===== src/rtl/riscv_ctrl_pkg.sv =====
// Shared control definitions for the sequential RV64 core: FSM state encodings
// and PC constants used by the sequencer and its next-PC selector.
package riscv_ctrl_pkg;

  localparam int          XLEN_DEF     = 64;
  localparam logic [63:0] RESET_PC_DEF = 64'h0;
  localparam logic [63:0] PC_STEP      = 64'd4;

  typedef enum logic [2:0] {
    ST_IDLE      = 3'd0,
    ST_FETCH     = 3'd1,
    ST_DECODE    = 3'd2,
    ST_EXECUTE   = 3'd3,
    ST_MEMORY    = 3'd4,
    ST_WRITEBACK = 3'd5,
    ST_HALT      = 3'd6
  } state_e;

endpackage


===== src/rtl/pc_next_sel.sv =====
// Combinational next-PC selection (JALR > JAL/taken branch > sequential) plus
// the 4-byte alignment check on the chosen target.
module pc_next_sel
  import riscv_ctrl_pkg::*;
#(
  parameter int XLEN = XLEN_DEF
) (
  input  logic [XLEN-1:0] pc,
  input  logic [XLEN-1:0] imm,
  input  logic [XLEN-1:0] alu_result,
  input  logic            jump,
  input  logic            jalr,
  input  logic            branch,
  input  logic            zero,
  output logic [XLEN-1:0] next_pc,
  output logic            misaligned
);

  always_comb begin
    if (jalr) begin
      next_pc = alu_result & ~XLEN'(1);
    end else if (jump || (branch && zero)) begin
      // imm is in halfword units; the add wraps modulo 2^XLEN
      next_pc = pc + (imm << 1);
    end else begin
      next_pc = pc + XLEN'(PC_STEP);
    end
    misaligned = (next_pc[1:0] != 2'b00);
  end

endmodule


===== src/rtl/pc_sequencer.sv =====
// Multi-cycle FETCH/DECODE/EXECUTE/MEMORY/WRITEBACK controller owning the PC.
// Optional performance counters are built only when PC_SEQ_PERF_CNT_EN is defined.
module pc_sequencer
  import riscv_ctrl_pkg::*;
#(
  parameter int              XLEN     = XLEN_DEF,
  parameter logic [XLEN-1:0] RESET_PC = XLEN'(RESET_PC_DEF)
) (
  input  logic            clk,
  input  logic            reset,
  input  logic            start,
  output logic            imem_req,
  output logic [XLEN-1:0] imem_addr,
  input  logic            imem_ack,
  output logic            ir_we,
  input  logic            halt_req,
  input  logic            mem_access,
  output logic            dmem_req,
  input  logic            dmem_ack,
  input  logic            branch,
  input  logic            zero,
  input  logic            jump,
  input  logic            jalr,
  input  logic [XLEN-1:0] imm,
  input  logic [XLEN-1:0] alu_result,
  output logic            wb_en,
  output logic [XLEN-1:0] pc,
  output logic [2:0]      state,
  output logic            halted,
  output logic            misalign_fault,
  output logic [63:0]     cycle_cnt,
  output logic [63:0]     instret_cnt
);

  state_e          r_state;
  state_e          w_state_next;
  logic [XLEN-1:0] r_pc;
  logic            r_ir_we;
  logic            r_fault;
  logic [XLEN-1:0] w_next_pc;
  logic            w_misaligned;

  pc_next_sel #(.XLEN(XLEN)) u_next_sel (
    .pc         (r_pc),
    .imm        (imm),
    .alu_result (alu_result),
    .jump       (jump),
    .jalr       (jalr),
    .branch     (branch),
    .zero       (zero),
    .next_pc    (w_next_pc),
    .misaligned (w_misaligned)
  );

  always_ff @(posedge clk) begin
    if (reset) begin
      r_state <= ST_IDLE;
      r_pc    <= RESET_PC;
      r_ir_we <= 1'b0;
      r_fault <= 1'b0;
    end else begin
      r_state <= w_state_next;
      r_ir_we <= (r_state == ST_FETCH) && imem_ack;
      if (r_state == ST_WRITEBACK) begin
        // A misaligned target freezes the PC at the faulting instruction
        if (w_misaligned) begin
          r_fault <= 1'b1;
        end else begin
          r_pc <= w_next_pc;
        end
      end
    end
  end

  always_comb begin
    w_state_next = r_state;
    case (r_state)
      ST_IDLE:      if (start) w_state_next = ST_FETCH;
      ST_FETCH:     if (imem_ack) w_state_next = ST_DECODE;
      ST_DECODE:    w_state_next = halt_req ? ST_HALT : ST_EXECUTE;
      ST_EXECUTE:   w_state_next = mem_access ? ST_MEMORY : ST_WRITEBACK;
      ST_MEMORY:    if (dmem_ack) w_state_next = ST_WRITEBACK;
      ST_WRITEBACK: w_state_next = w_misaligned ? ST_HALT : ST_FETCH;
      ST_HALT:      w_state_next = ST_HALT;
      default:      w_state_next = ST_IDLE;
    endcase
  end

  assign imem_req       = (r_state == ST_FETCH);
  assign dmem_req       = (r_state == ST_MEMORY);
  assign wb_en          = (r_state == ST_WRITEBACK);
  assign halted         = (r_state == ST_HALT);
  assign ir_we          = r_ir_we;
  assign imem_addr      = r_pc;
  assign pc             = r_pc;
  assign state          = r_state;
  assign misalign_fault = r_fault;

`ifdef PC_SEQ_PERF_CNT_EN
  logic [63:0] r_cycle_cnt;
  logic [63:0] r_instret_cnt;

  always_ff @(posedge clk) begin
    if (reset) begin
      r_cycle_cnt   <= 64'd0;
      r_instret_cnt <= 64'd0;
    end else begin
      if ((r_state != ST_IDLE) && (r_state != ST_HALT)) begin
        r_cycle_cnt <= r_cycle_cnt + 64'd1;
      end
      if ((r_state == ST_WRITEBACK) && !w_misaligned) begin
        r_instret_cnt <= r_instret_cnt + 64'd1;
      end
    end
  end

  assign cycle_cnt   = r_cycle_cnt;
  assign instret_cnt = r_instret_cnt;
`else
  assign cycle_cnt   = 64'd0;
  assign instret_cnt = 64'd0;
`endif

endmodule


===== config.mk =====
export PLATFORM = sky130hd
export DESIGN_NAME = pc_sequencer
export DESIGN_NICKNAME = d
export VERILOG_FILES = /design/src/rtl/riscv_ctrl_pkg.sv /design/src/rtl/pc_next_sel.sv /design/src/rtl/pc_sequencer.sv
export SDC_FILE = /design/constraint.sdc
export NUM_CORES = 1
export LEC_CHECK = 0
export CORE_ASPECT_RATIO = 1.75
export CORE_MARGIN = 2
export CORE_UTILIZATION = 35
export DETAILED_ROUTE_END_ITERATION = 12
export PLACE_DENSITY = 0.67
export SLEW_MARGIN = 20
export SYNTH_ARGS = -nofsm -noshare
export SYNTH_HDL_FRONTEND = slang
export SYNTH_SLANG_ARGS = --single-unit

===== constraint.sdc =====
create_clock -name clk -period 8 [get_ports clk]
set_input_delay 1.6 -clock clk [delete_from_list [all_inputs] [get_ports clk]]
set_output_delay 1.6 -clock clk [all_outputs]
set_load 0.02 [all_outputs]

==> impl_metrics.ini <==
[routing]
drtAntennaViolNets = 0
drt-initial-drc-count = 711
post-route-drc-count = 0
firstDrtPassIters = 5
vias = 10602
post_drt_wl_per_cell_um = 20.1
drt-total-wl_mm = 38.7
vias_per_cell = 5.52

[yosys]
synth-edff-count = 0
post_synth.cell_area_avg_um2 = 7.26
synth_area_leaders = buf_4 14%, dfxtp_1 14%, ha_1 7.8%, a21oi_1 6.0%, nand2_1 4.9%
synth_top_cell_area_share_pct = 14.5
yosys_warnings = 0
synthCells = 1385
yosysSeqAreaShare_pct = 13.7
synthTopCellsByCount = 194 x buf_4, 131 x nand2_1, 120 x a21oi_1
synth_seq_cells = 69
synth_ff_type = dfxtp_1
yosys.area.top_type = buf_4
netlist_area_mm2 = 0.0101
synth_cell_types = 92
synth_most_common_cell = buf_4
postSynth.asyncResetShare_pct = 0

[sta]
fin_crit_ns = 5.14
fin_crit_sh_pct = 64.3
holdWs_ns = 0.496
finalSetupViolCount = 0
slew_violations = 0
fin_tns_setup_ns = 0
max_slew_margin_pct = 33.2
fmax_mhz = 194
setup_ws_ns = 2.86
fin_skew_ns = 0.00813
hold_violations = 0
rsz0062_at_grt = false
max_slew.worst_pin.slew_ns = 0.999

[final_layout]
fillerInstances = 2930
fin_nets = 1741
synthToLayoutAreaGrowth_pct = 21.6
drive_above_1_share_pct = 4.15
fin_area_mm2 = 0.0122

[setup_path]
crit_slowest_cell = nor2_1
cpLargestDelayFamily = simple AND/OR/NAND/NOR gates
cp_slowest_stage_delay_ns = 0.82
path_buf_inv = 3
path_class = in2reg
startpoint_type = input port
path_cells = clkdlybuf4s50_1 -> a21oi_4 -> buf_4 -> and2_1 -> a211oi_1 -> o21ai_0 -> nor2_4 -> nor2_1 -> buf_4 -> o21ai_0 -> o21ai_0 -> a211oi_1 -> nor4_1
cp-end-kind = register
cp_common_cell = o21ai_0
required_ns = 8.26
cp_max_fo = 60
worst_ep_arrival_time_ns = 5.41

[clocking]
clkLatencyLatePin_ns = 0.35
cts.sinks = 69
cts_made_buffers = 9
tritoncts = done
cts_resized = 0
path_clk_slew_ns = 0.06
cts_root_buf = clkbuf_16
cts_hold_buf = 0
clock_path_buffers = 2
postCtsSetupBuffers = 0
cts-htree-levels = 3

[placement]
placed_cell_area_mm2 = 0.0119
pre_cts_ws_ns = 2.60
gp_congestion = 0.989
dp_hpwl_mm = 30.0
portBuffers = 273

[floorplan]
die_area_mm2 = 0.0301
core-area_mm2 = 0.0284
start_util_pct = 35.4
num_rows = 82
io-pin-count = 404
die_w_um = 132
dieHeight_um = 228

[grt]
grt_pass1_vias = 9892
antenna_found_initial = 1
grt_max_degree = 61
grt_pass1_wl_mm = 57.7
overflow = 0
grtUsageTotal_pct = 24.4

[hold_path]
hp-class = reg2reg

[run]
maxCapViolations = 0

[pwr]
p_leak_nw = 4.98
power-per-cell-area_mw_per_mm2 = 96.8
vdd_drop_max_v = 0.0000985

[status]
status = finished clean
[power breakdown]
group | total, mW | switching, mW | internal (mW)
clock | 0.440 | 0.181 | 0.259
combinational | 0.376 | 0.229 | 0.147
sequential | 0.367 | 0.0166 | 0.350
[cells in the final DEF (no fill, tap or decap), drive strengths merged, types with 5 or more instances in the layout]
cell / n
o211ai: 30
a21oi: 122
o21bai: 9
or3: 11
ha: 63
o311ai: 5
o21a: 11
nor4: 9
xnor2: 53
nor2b: 12
a31oi: 17
nand2b: 7
clkbuf: 11
nand4: 29
and3: 16
nor2: 97
a211oi: 31
and4: 14
a21o: 48
xor2: 45
nor3: 38
clkdlybuf4s50: 271
o21ai: 81
buf: 12
dfxtp: 69
and2: 13
a311oi: 5
nand2: 132
inv: 24
conb: 128
nand3: 44
a221oi: 6
[routing by layer]
metal  wire, µm  part of all wire (%)  vias up  track usage (%)
met5          0                     0        -                0
met4       1510                   3.9        0             10.6
met3       2270                   5.9       80             2.11
met2      21300                    55      546             48.3
met1      13600                    35     4988             25.8
li1           -                     -     4988                -
[kinds of logic after synthesis]
family / count (synthesis) / synth area share, %
and+or+nand+nor: 436 / 21.3
DFF: 69 / 13.7
xor gates and xnor gates: 98 / 8.54
buffers and inverters: 293 / 20.0
other: 1 / 0.0373
adders and majority gates: 64 / 8.04
AOI/OAI and AO/OA: 420 / 28.0
muxes: 4 / 0.398
[tightest hold or removal path: stages, from the launching register on]
cell	delay, ns
dfxtp_1	0.34
a21oi_1	0.05
nor2_1	0.07
[stage by stage]
step | instances | power (mW) | utilization (%)
floorplan | 1512 | 0.657 | -
global placement | 1905 | 0.742 | 41.9
detailed placement | 1905 | 0.745 | 41.9
CTS | 1921 | 1.18 | 43.0
global route | 1922 | 1.23 | 43.0
finish | 1922 | 1.18 | 43.0
[sequential cells by signal, summed over array words and instances, names as in the netlist]
name	count
imem_addr	64
ir_we	1
misalign_fault	1
state	3
[worst paths after layout]
check	depth (start not counted)	to	startpoint	slack [ns]
worst min register to register	2	misalign_fault$_SDFFE_PP0P_	misalign_fault$_SDFFE_PP0P_	0.50
worst max register to register	14	imem_addr[39]$_SDFFE_PP0P_	imem_addr[1]$_SDFFE_PP0P_	4.26
worst min-delay path	2	misalign_fault$_SDFFE_PP0P_	misalign_fault$_SDFFE_PP0P_	0.50
worst max-delay path	13	imem_addr[38]$_SDFFE_PP0P_	branch	2.86
[cell type report]
class	count	area, µm²	area share (%)
well taps	378	473	3.87
flip-flops and latches	69	1380	11.3
multi-input cells	1150	7170	58.6
inverters	25	93.8	0.768
diodes	1	2.50	0.0205
repair buffers	283	2800	22.9
clock inverters	5	58.8	0.481
clock buffers	11	253	2.07
Note: power is estimated with default switching activity, not from simulation.
